**src/rtl/mult_unit_pkg.sv**
```systemverilog
// Shared CPU definitions used by the multiply unit.
// FSM encodings and the default operand width.
package mult_unit_pkg;

  localparam int DEF_SIZE = 32;

  typedef enum logic [1:0] {
    IDLE = 2'd0,
    CALC = 2'd1,
    DONE = 2'd2
  } state_t;

endpackage

```
**src/rtl/mult_unit_twos_neg.sv**
```systemverilog
// Combinational two's-complement negate.
// Used for operand magnitudes and product sign correction.
module twos_neg #(
  parameter int width = 32
) (
  input  logic [width-1:0] a,
  output logic [width-1:0] y
);

  assign y = ~a + {{(width-1){1'b0}}, 1'b1};

endmodule

```
**src/rtl/mult_unit.sv**
```systemverilog
// Sequential shift-add multiplier producing a HI/LO product.
// One iteration per cycle; sign applied to magnitudes at the end.
module mult_unit
  import mult_unit_pkg::*;
#(
  parameter int size = DEF_SIZE
) (
  input  logic            clk_i,
  input  logic            rst_i,
  input  logic            start_i,
  input  logic            signed_i,
  input  logic [size-1:0] src1_i,
  input  logic [size-1:0] src2_i,
  output logic            busy_o,
  output logic            done_o,
  output logic [size-1:0] hi_o,
  output logic [size-1:0] lo_o
);

  localparam int CW = (size > 1) ? $clog2(size) : 1;
  localparam logic [CW-1:0] LAST = CW'(size - 1);

  state_t          state;
  logic [size-1:0] mcand;
  logic [size-1:0] mplier;
  logic            neg;
  logic [2*size-1:0] acc;
  logic [CW-1:0]   cnt;

  logic [size-1:0] src1_neg, src2_neg;
  logic [size-1:0] src1_mag, src2_mag;
  logic [size:0]   sum;
  logic [2*size-1:0] acc_next, acc_neg, result;
  logic            unused_lsb;

  twos_neg #(.width(size)) u_neg1 (
    .a(src1_i),
    .y(src1_neg)
  );

  twos_neg #(.width(size)) u_neg2 (
    .a(src2_i),
    .y(src2_neg)
  );

  assign src1_mag = (signed_i && src1_i[size-1]) ? src1_neg : src1_i;
  assign src2_mag = (signed_i && src2_i[size-1]) ? src2_neg : src2_i;

  // Add into the upper half, then shift the whole accumulator right.
  // The bit shifted out is always zero within size iterations.
  assign sum = {1'b0, acc[2*size-1:size]}
             + {1'b0, mcand & {size{mplier[cnt]}}};
  assign acc_next = {sum, acc[size-1:1]};
  assign unused_lsb = acc[0];

  twos_neg #(.width(2*size)) u_neg_res (
    .a(acc_next),
    .y(acc_neg)
  );

  assign result = neg ? acc_neg : acc_next;

  always_ff @(posedge clk_i or posedge rst_i) begin
    if (rst_i) begin
      state  <= IDLE;
      busy_o <= 1'b0;
      done_o <= 1'b0;
      hi_o   <= '0;
      lo_o   <= '0;
      mcand  <= '0;
      mplier <= '0;
      neg    <= 1'b0;
      acc    <= '0;
      cnt    <= '0;
    end else begin
      case (state)
        IDLE, DONE: begin
          done_o <= 1'b0;
          if (start_i) begin
            mcand  <= src1_mag;
            mplier <= src2_mag;
            neg    <= signed_i & (src1_i[size-1] ^ src2_i[size-1]);
            acc    <= '0;
            cnt    <= '0;
            busy_o <= 1'b1;
            state  <= CALC;
          end else begin
            state  <= IDLE;
          end
        end
        CALC: begin
          acc <= acc_next;
          if (cnt == LAST) begin
            {hi_o, lo_o} <= result;
            cnt    <= '0;
            busy_o <= 1'b0;
            done_o <= 1'b1;
            state  <= DONE;
          end else begin
            cnt <= cnt + 1'b1;
          end
        end
        default: begin
          busy_o <= 1'b0;
          done_o <= 1'b0;
          state  <= IDLE;
        end
      endcase
    end
  end

endmodule

```
**config.mk**
```make
export PLATFORM = sky130hd
export DESIGN_NAME = mult_unit
export DESIGN_NICKNAME = d
export VERILOG_FILES = /design/src/rtl/mult_unit_pkg.sv /design/src/rtl/mult_unit_twos_neg.sv /design/src/rtl/mult_unit.sv
export SDC_FILE = /design/constraint.sdc
export NUM_CORES = 1
export LEC_CHECK = 0
export ABC_AREA = 1
export CAP_MARGIN = 20
export CORE_MARGIN = 1.5
export CORE_UTILIZATION = 42
export CTS_CLUSTER_SIZE = 10
export DETAILED_ROUTE_END_ITERATION = 8
export SYNTH_ARGS = -nofsm -noshare
export SYNTH_HDL_FRONTEND = slang
export SYNTH_HIERARCHICAL = 1
export SYNTH_SLANG_ARGS = --single-unit
```
**constraint.sdc**
```tcl
create_clock -name clk_i -period 9.6 [get_ports clk_i]
set_clock_uncertainty 0.1 [all_clocks]
set_input_delay 0.96 -clock clk_i [delete_from_list [all_inputs] [get_ports clk_i]]
set_output_delay 0.96 -clock clk_i [all_outputs]
set_load 0.1 [all_outputs]
```
==> reports/metrics.cfg <==
[status]
status = finished, final reports clean

[sta]
setup_viol = 0
slew_headroom_pct = 28.8
slew_violations = 0
period_share_pct = 53.0
tns_ns = 0
fmax_mhz = 197
period_needed_ns = 5.08
rsz0062_at_grt = no
hold_violations = 0
worst_pin_slew_ns = 1.07

[layout]
area_delta_synth_final_pct = 14.6
fin_nets = 2642
final_cells = 3017
antenna_cells = 0
drive_gt1_share_pct = 6.12

[critical_path]
crit_top_cell = nand2_1
critical-path-top-delay-family = simple AND/OR/NAND/NOR gates
worst_setup_path_end_kind = flop
cp_max_fo = 31
slowest_delay_ns = 0.73
worstSetupPathType = flop to flop
cp_slowest_cell = dfrtp_1
regToRegSetupSlack_ns = 4.52
path_buf_inv = 1
startpoint_type = flop
worstPathArrival_ns = 5.34
cp_data_required_time_ns = 9.86

[min_path]
hold_path_class = flop to flop

[synth]
syn_inst = 2451
yosys_register_bits = 200
synth_top_family_by_area = simple AND/OR/NAND/NOR gates
synthSimpleGateAreaFrac_pct = 38.4
synth_xor_area_share_pct = 4.60
yosys-top-cells-area = dfrtp_1, nand2_1, nor2_1
yosysWarnings = 6
synthAdderAreaFrac_pct = 3.11
synth_cell_types = 39
syn_area_sq_mm = 0.0155
avgSynthCellArea_sq_um = 6.33
synthMuxAreaShare_pct = 0
synth_top_area_share_pct = 32.3
yosys.area.top_type = dfrtp_1
ys_seq_area_share_pct = 32.3
synth_compound_area_share_pct = 12.1
syn_nets = 2557

[die]
die_h_um = 195
chipWidth_um = 195
start_util_pct = 42.5
core_sq_mm = 0.0365
ios = 134
rows = 70
die_area_sq_mm = 0.0381

[placed_design]
dp_cells = 2984
gp_congestion = 0.948
hpwlAfterDp_mm = 38.5
port_buffers = 133

[clock_network]
cts_buffers = 17
cts_tree = done
htree_levels = 4
cts_setup_buffers = 0
cts-root-buf = clkbuf_16
clk_pin_slew_ns = 0.08
clock-sinks = 200
clk_latency_ns = 0.47
cts_resized = 0
cts.path.max_buffers = 2
cts_hold_buf = 0

[drt]
drcViolationCount = 0
postRouteAntennaNets = 0
wl_per_cell_um = 16.7
drt_wl_total_mm = 50.3
avgViaCountPerCell = 5.17
num_vias = 15599
drt_iter0_drc = 1228
firstDrtPassIters = 5

[global_route]
grt-ovfl-total = 0
grt_max_degree = 130
grt_antenna_before_repair = 0
grt_pass1_vias = 14818
grt_usage_pct = 26.9
grt_pass1_wl_mm = 80.8

[job]
drv_cap = 0

-- worst paths after layout --
kind | to | startpoint | depth (start not counted)
max in group asynchronous | acc[57]$_DFFE_PP0P_ | rst_i | 3
setup reg to reg | hi_o[23]$_DFFE_PP0P_ | cnt[0]$_DFFE_PP0P_ | 29
hold reg to reg | busy_o$_DFFE_PP0P_ | busy_o$_DFFE_PP0P_ | 2
setup / recovery | hi_o[23]$_DFFE_PP0P_ | cnt[0]$_DFFE_PP0P_ | 29
min in group asynchronous | lo_o[29]$_DFFE_PP0P_ | rst_i | 2
hold / removal | busy_o$_DFFE_PP0P_ | busy_o$_DFFE_PP0P_ | 2
-- final cells by class --
class | instances | area, sq um
clock buffer | 18 | 439
clock inverter | 14 | 176
fill | 3821 | 18700
inverter | 295 | 1120
multi-input combinational | 1881 | 9040
sequential | 200 | 5000
tap | 468 | 586
timing repair buffer | 141 | 1410
-- synth_stat cells (all sizes together) --
master  number
a22o         4
nand3       82
o21bai      19
ha          37
and2         7
xor2        44
nand3b       2
o221ai       7
clkbuf      47
o22ai       63
xnor2       34
a21o         1
dfrtp      200
buf         28
o21ai      163
a21oi       83
nor3         6
o211ai       1
fa           1
nor2       486
nand2      829
or2          1
nand4       11
inv        295
-- state kept, by name (all words and copies together) (netlist names) --
| name | count |
|---|---|
| done_o | 1 |
| neg | 1 |
| acc | 63 |
| mplier | 32 |
| busy_o | 1 |
| lo_o | 32 |
| cnt | 5 |
| hi_o | 32 |
| state | 1 |
| mcand | 32 |
-- worst reg2reg max path: cells and delay by family (launching register included) --
family | cells | cell delay [ns]
adders and majority gates | 1 | 0.36
DFF | 1 | 0.73
and+or+nand+nor | 25 | 3.26
buffers and inverters | 1 | 0.13
AOI/OAI and AO/OA | 2 | 0.38
-- kinds of logic after synthesis --
group                    Yosys count
AO/OA/AOI/OAI                    341
AND/OR/NAND/NOR                 1424
adder cells (fa/ha/maj)           38
buffers and inverters            370
flip-flops                       200
XOR/XNOR                          78
-- layer usage --
layer	up-vias	track usage, %	routed length [um]
met1	7257	36.3	23000
met5	-	0	0
met2	443	44.4	23400
met4	0	10.4	1720
met3	82	2.99	2230
li1	7817	-	-
-- stage by stage --
| step | worst slack [ns] | hold slack, ns | instance area, sq um | util (%) |
|---|---|---|---|---|
| 5_1_grt | 4.02 | 0.404 | 17800 | 48.7 |
| 4_1_cts | 4.58 | 0.386 | 17700 | 48.6 |
| 6_report | 4.52 | 0.375 | 17800 | 48.7 |
| 3_5_place_dp | 4.62 | 0.365 | 17100 | 46.9 |
| 2_1_floorplan | 3.09 | 0.354 | 15500 | - |
| 3_3_place_gp | 4.62 | 0.364 | 17100 | 46.9 |
-- cell usage in the layout (no fill, tap or decap), types with 17 or more instances in the layout --
cell type        instances
nor2_1                 432
o21ai_0                145
nand2_2                 37
a21oi_1                 83
inv_1                  285
o22ai_1                 63
clkdlybuf4s50_1        133
xnor2_1                 34
dfrtp_1                200
o21bai_1                19
o21ai_1                 17
xor2_1                  40
clkbuf_16               17
nor2_4                  18
ha_1                    37
nor2_2                  31
nand3_1                 79
nand2_1                786
Power is left out: the tool's default activity adds up to more than one toggle a clock period on the data nets, which glitch-free logic cannot reach.
